**config.mk**
```make
export PLATFORM = sky130hd
export DESIGN_NAME = uart_tx_fifo
export DESIGN_NICKNAME = d
export VERILOG_FILES = /design/src/rtl/serial_pkg.sv /design/src/rtl/byte_fifo.sv /design/src/rtl/uart_tx_fifo.sv
export SDC_FILE = /design/constraint.sdc
export NUM_CORES = 1
export LEC_CHECK = 0
export BUFFER_PORTS_ARGS = -buffer_cell sky130_fd_sc_hd__buf_2
export CORE_UTILIZATION = 33
export DETAILED_ROUTE_END_ITERATION = 16
export GPL_TIMING_DRIVEN = 0
export PLACE_DENSITY = 0.56
export SETUP_SLACK_MARGIN = 0.05
export SYNTH_ARGS = -nofsm -noshare
export SYNTH_HDL_FRONTEND = slang
export SYNTH_HIERARCHICAL = 1
export SYNTH_SLANG_ARGS = --single-unit
```
**constraint.sdc**
```tcl
create_clock -name clk -period 2.71 [get_ports clk]
set_clock_uncertainty 0.05 [all_clocks]
set_input_delay 0.4065 -clock clk [delete_from_list [all_inputs] [get_ports clk]]
set_output_delay 0.4065 -clock clk [all_outputs]
set_load 0.02 [all_outputs]
```
**src/rtl/serial_pkg.sv**
```systemverilog
// rtl/serial_pkg.sv - shared UART state encoding and framing constants for the serial front-end
package serial_pkg;

  typedef enum logic [1:0] {
    IDLE  = 2'b00,
    START = 2'b01,
    DATA  = 2'b10,
    STOP  = 2'b11
  } uart_state_t;

  localparam int UART_DATA_BITS            = 8;
  localparam int UART_DEFAULT_CLKS_PER_BIT = 434;

endpackage

```
**src/rtl/byte_fifo.sv**
```systemverilog
// rtl/byte_fifo.sv - circular byte FIFO with registered full flag and occupancy count
module byte_fifo #(
  parameter int WIDTH = 8,
  parameter int DEPTH = 8
) (
  input  logic                     clk,
  input  logic                     reset,
  input  logic                     push,
  input  logic [WIDTH-1:0]         push_data,
  input  logic                     pop,
  output logic [WIDTH-1:0]         pop_data,
  output logic                     full,
  output logic                     empty,
  output logic [$clog2(DEPTH):0]   count
);

  localparam int AW = $clog2(DEPTH);
  localparam logic [AW:0] FULL_COUNT = (AW+1)'(DEPTH);

  logic [WIDTH-1:0] mem [DEPTH];
  logic [AW-1:0]    wr_ptr;
  logic [AW-1:0]    rd_ptr;
  logic [AW:0]      count_n;
  logic             do_push;
  logic             do_pop;

  // full is a flop, so a pop in the same cycle never rescues a push into a full FIFO
  assign do_push  = push && !full;
  assign do_pop   = pop && !empty;
  assign empty    = (count == '0);
  assign pop_data = mem[rd_ptr];

  always_comb begin
    count_n = count;
    if (do_push && !do_pop)
      count_n = count + 1'b1;
    else if (!do_push && do_pop)
      count_n = count - 1'b1;
  end

  always_ff @(posedge clk or negedge reset) begin
    if (!reset) begin
      wr_ptr <= '0;
      rd_ptr <= '0;
      count  <= '0;
      full   <= 1'b0;
    end else begin
      if (do_push)
        wr_ptr <= wr_ptr + 1'b1;
      if (do_pop)
        rd_ptr <= rd_ptr + 1'b1;
      count <= count_n;
      full  <= (count_n == FULL_COUNT);
    end
  end

  always_ff @(posedge clk) begin
    if (do_push)
      mem[wr_ptr] <= push_data;
  end

endmodule

```
**src/rtl/uart_tx_fifo.sv**
```systemverilog
// rtl/uart_tx_fifo.sv - buffered 8N1 UART transmitter: byte FIFO feeding a start/data/stop serialiser
module uart_tx_fifo
  import serial_pkg::*;
#(
  parameter int CLKS_PER_BIT = UART_DEFAULT_CLKS_PER_BIT,
  parameter int FIFO_DEPTH   = 8
) (
  input  logic                          clk,
  input  logic                          reset,
  input  logic [UART_DATA_BITS-1:0]     tx_data,
  input  logic                          tx_enable,
  output logic                          tx_ready,
  output logic                          tx,
  output logic                          tx_busy,
  output logic [$clog2(FIFO_DEPTH):0]   fifo_count
);

  localparam int CW = $clog2(CLKS_PER_BIT);
  localparam int IW = $clog2(UART_DATA_BITS);
  localparam logic [CW-1:0] BAUD_LAST = CW'(CLKS_PER_BIT - 1);
  localparam logic [IW-1:0] IDX_LAST  = IW'(UART_DATA_BITS - 1);

  uart_state_t               state, state_n;
  logic [CW-1:0]             cnt, cnt_n;
  logic [IW-1:0]             idx, idx_n;
  logic [UART_DATA_BITS-1:0] shift, shift_n;
  logic [UART_DATA_BITS-1:0] pop_data;
  logic                      pop;
  logic                      fifo_full;
  logic                      fifo_empty;
  logic                      tx_n;
  logic                      baud_last;

  byte_fifo #(
    .WIDTH (UART_DATA_BITS),
    .DEPTH (FIFO_DEPTH)
  ) u_fifo (
    .clk       (clk),
    .reset     (reset),
    .push      (tx_enable),
    .push_data (tx_data),
    .pop       (pop),
    .pop_data  (pop_data),
    .full      (fifo_full),
    .empty     (fifo_empty),
    .count     (fifo_count)
  );

  assign tx_ready  = !fifo_full;
  assign tx_busy   = (state != IDLE) || !fifo_empty;
  assign baud_last = (cnt == BAUD_LAST);

  always_comb begin
    state_n = state;
    cnt_n   = cnt + 1'b1;
    idx_n   = idx;
    shift_n = shift;
    pop     = 1'b0;
    case (state)
      IDLE: begin
        cnt_n = '0;
        if (!fifo_empty) begin
          pop     = 1'b1;
          shift_n = pop_data;
          state_n = START;
        end
      end
      START: begin
        if (baud_last) begin
          cnt_n   = '0;
          idx_n   = '0;
          state_n = DATA;
        end
      end
      DATA: begin
        if (baud_last) begin
          cnt_n   = '0;
          shift_n = shift >> 1;
          if (idx == IDX_LAST)
            state_n = STOP;
          else
            idx_n = idx + 1'b1;
        end
      end
      STOP: begin
        // chaining straight into START keeps queued bytes gap-free on the line
        if (baud_last) begin
          cnt_n = '0;
          if (!fifo_empty) begin
            pop     = 1'b1;
            shift_n = pop_data;
            state_n = START;
          end else begin
            state_n = IDLE;
          end
        end
      end
      default: state_n = IDLE;
    endcase

    // line level is decided from the next state so tx can come straight off a flop
    case (state_n)
      START:   tx_n = 1'b0;
      DATA:    tx_n = shift_n[0];
      default: tx_n = 1'b1;
    endcase
  end

  always_ff @(posedge clk or negedge reset) begin
    if (!reset) begin
      state <= IDLE;
      cnt   <= '0;
      idx   <= '0;
      shift <= '0;
      tx    <= 1'b1;
    end else begin
      state <= state_n;
      cnt   <= cnt_n;
      idx   <= idx_n;
      shift <= shift_n;
      tx    <= tx_n;
    end
  end

endmodule

```
==> summary.md <==
| Metric | Value |
|---|---|
| Crit path capture type | `flop` |
| Leakage | `between 1.5 and 2 nW` |
| Slew Limit Fails | `0` |
| Core Util, Final | `40.6%` |
| Detail Route Antenna Nets | `0` |
| N_diodes | `0` |
| Placer Congestion | `0.741` |
| Wire length per cell | `15.8 um` |
| Starting Density | `about a third` |
| M2 GR Usage | `21.1%` |
| Die width | `around 120 um` |
| Critical path peak fanout | `3` |
| Maximum operating frequency | `roughly 0.38 GHz` |
| Synth Area in Adders | `4.21%` |
| Pwr per Cell Area | `739 nW/um2` |
| Total CTS buffers | `9` |
| GR Overflow Total | `0` |
| Drt first pass iters | `5` |
| DRT iter0 DRCs | `218` |
| Crit-path max cell delay | `0.49 ns` |
| Crit path arrival time | `2.82 ns` |
| RSZ-0062 raised after global routing | `true` |
| HPWL after detailed placement | `5.37 mm` |
| DRC Markers | `0` |
| CP Cell Sequence | `buf_8, buf_4, mux4_2, mux2_2, or3b_2, a22oi_1, o32a_1, nand2b_1, mux2_4` |
| CTS H-Tree Depth | `3` |
| CTS sink count | `98` |
| Fraction of registers with async set/reset | `a little over a third` |
| Number of port buffers | `17` |
| GRT busiest layer | `met2` |
| Synth area leaders | `edfxtp_1 44%, dfrtp_1 19%, mux4_2 8.2%, ha_1 4.0%, mux2_2 2.3%` |
| Final Cycle Share | `96.4%` |
| Core Area | `12800 um2` |
| Clock-pin slew on the worst setup and hold paths | `0.07 ns` |
| Max-slew headroom | `37.9%` |
| Register Area | `between 2000 and 3000 um2` |
| CTS Root Cell | `clkbuf_16` |
| Final hold violation count | `0` |
| Synthesized area per cell | `14.8 um2` |
| Rows | `41` |
| Met1 Usage GRT | `16.4%` |
| Unique masters post-synth | `51` |
| CTS tree | `done` |
| Post-Synth XOR/XNOR Area | `2.79%` |
| Number of synthesized flops with an enable pin | `64` |
| Delay-heaviest family, CP | `multiplexers` |
| Multi-input gate area | `1590 um2` |
| First-pass GRT wire length | `13.4 mm` |
| Slowest cell on crit path | `mux4_2` |
| Status | `finished, final reports clean` |
| Minimum clock period | `between 2 and 3 ns` |
| Ys flop type | `edfxtp_1` |
| Crit path required time | `2.92 ns` |
| Final setup fails | `0` |
| Max Cap Viol | `0` |
| Layout cell share with drive strength beyond 1 | `29.4%` |
| Post-synth top area cell | `edfxtp_1` |
| Die footprint | `13800 um2` |
| Fill cells | `1196` |
| Hold Path Class | `in -> async` |
| Critical path buffer and inverter count | `2` |
| Syn_nets | `around 320` |
| Seq cells post-synth | `98` |
| Cell count after synthesis | `296` |
| Initial antenna violation count | `0` |
| Post-Syn Area | `~4400 um2` |
| Area share of the largest cell type after synthesis | `a little over two fifths` |
| Largest net degree at the start of global routing | `35` |
| Max VDD drop | `364 uV` |
| Overall routing resource usage | `12.8%` |
| Die Y | `approximately 120 um` |
| Worst slew pin tran | `0.927 ns` |
| Layout overhead on the synthesized area | `18.4%` |
| Routed WL | `slightly above 8 mm` |
| Placed Cells | `~490` |
| Clk_lat worst skew | `0.34 ns` |
| Seq/Total Area, Yosys | `approximately 63%` |
| Crit path kind | `reg -> reg` |
| Mux cell area share after synthesis | `11.5%` |
| Vias in the first global route | `2561` |
| Startpoint type of the worst setup path | `flop` |
| DR vias | `2484` |
| Synthesis Warnings | `6` |
| Nets | `364` |
| Post-Synth Simple-Gate Area | `8.80%` |
| Post-synthesis compound-gate area fraction | `under 10%` |
| Clk buf depth | `2` |
| Largest family of logic cells by synthesized area | `multiplexers` |
| Top Ports | `18` |
| Vias/cell | `roughly 4.8` |
| Post-Layout Cell Count | `515` |
| GRT met3 Usage | `under 10%` |
==> timing repair <==
item,in CTS,in global routing
cloned,0,0
setup buffers,5,7
hold buffers,0,0
hold endpoints to repair,0,0
endpoints found under the setup margin,7,3
gates resized for setup,15,10
pin swaps,1,3
==> flip-flops by register name, indices dropped and copies added (netlist names) <==
register and cells:
state 2, cnt 9, tx 1, shift 8, u_fifo/mem 64, idx 3
u_fifo/count 4, u_fifo/full 1, u_fifo/rd_ptr 3, u_fifo/wr_ptr 3
==> logic make-up (layout without fill, tap and decap cells) <==
family                   Yosys count  count (layout)
flip-flops                        98              98
AND/OR/NAND/NOR                   75              75
AO/OA/AOI/OAI                     40              40
multiplexers                      29              29
buffers and inverters             25              72
adder cells (fa/ha/maj)           15              15
XOR/XNOR                          14              14
==> cell usage in the layout, fill, tap and decap left out, drive strengths merged, types with 8 or more instances in the layout <==
cell type and count:
nand2 20, clkbuf 17, buf 39, xnor2 8
edfxtp 64, a22o 10, nor2 22, dfrtp 33
mux2 10, inv 14, ha 14, mux4 16
o21ai 8
==> metal layers <==
metal / up-vias / part of all wire (%)
met5: - / 0
met4: 0 / 1.0
met3: 9 / 2.5
met2: 32 / 49
met1: 1244 / 48
li1: 1199 / -
==> through the flow <==
stage | power, W | cell area, um2 | setup TNS (ns) | hold slack, ns | setup WS (ns)
global placement | 0.00257 | 4700 | -3.66 | 0.426 | -0.556
CTS | 0.00384 | 5110 | 0 | 0.133 | 0.0594
finish | 0.00385 | 5200 | 0 | 0.102 | 0.0986
detailed placement | 0.00262 | 4740 | -0.807 | 0.428 | -0.545
global route | 0.00403 | 5200 | -0.0121 | 0.167 | -0.0121
floorplan | 0.00238 | 4400 | 0 | 0.0609 | 0.0684
==> cells in the mapped netlist, drive strengths merged (3+ instances only) <==
library cell	n
a21oi	5
a22o	10
a32o	6
buf	7
clkbuf	8
dfrtp	33
edfxtp	64
ha	14
inv	10
mux2	10
mux2i	3
mux4	16
nand2	20
nand2b	5
nand3	4
nor2	22
nor3	6
o21ai	8
or2b	3
xnor2	8
xor2	6
==> area by class of cell <==
| cell class | instances | share of cell area, % |
|---|---|---|
| flip-flops and latches | 98 | 53.3 |
| multi-input cells | 173 | 30.5 |
| clock buffers | 9 | 4.33 |
| well taps | 172 | 4.13 |
| repair buffers | 32 | 3.80 |
| plain buffers | 15 | 2.24 |
| clock inverters | 6 | 0.962 |
| inverters | 10 | 0.721 |
==> worst paths after layout <==
check / startpoint / end / slack (ns) / depth (start not counted)
setup / recovery: u_fifo/rd_ptr[0]$_DFFE_PN0P_ / tx$_DFF_PN1_ / 0.1 / 9
hold / removal: reset / idx[2]$_DFFE_PN0P_ / 0.10 / 1
setup reg to reg: u_fifo/rd_ptr[0]$_DFFE_PN0P_ / tx$_DFF_PN1_ / 0.1 / 9
hold reg to reg: cnt[0]$_DFF_PN0_ / cnt[0]$_DFF_PN0_ / 0.43 / 1
max in group asynchronous: reset / state[0]$_DFF_PN0_ / 1.94 / 1
min in group clk: tx_data[0] / u_fifo/mem[2][0]$_DFFE_PP_ / 0.29 / 1
==> power by group <==
group	total, W	internal, W	switching, W
clock	0.00120	0.000632	0.000564
sequential	0.00196	0.00183	0.000132
combinational	0.000692	0.000283	0.000410
No activity file was read; power rests on OpenSTA's default activity.
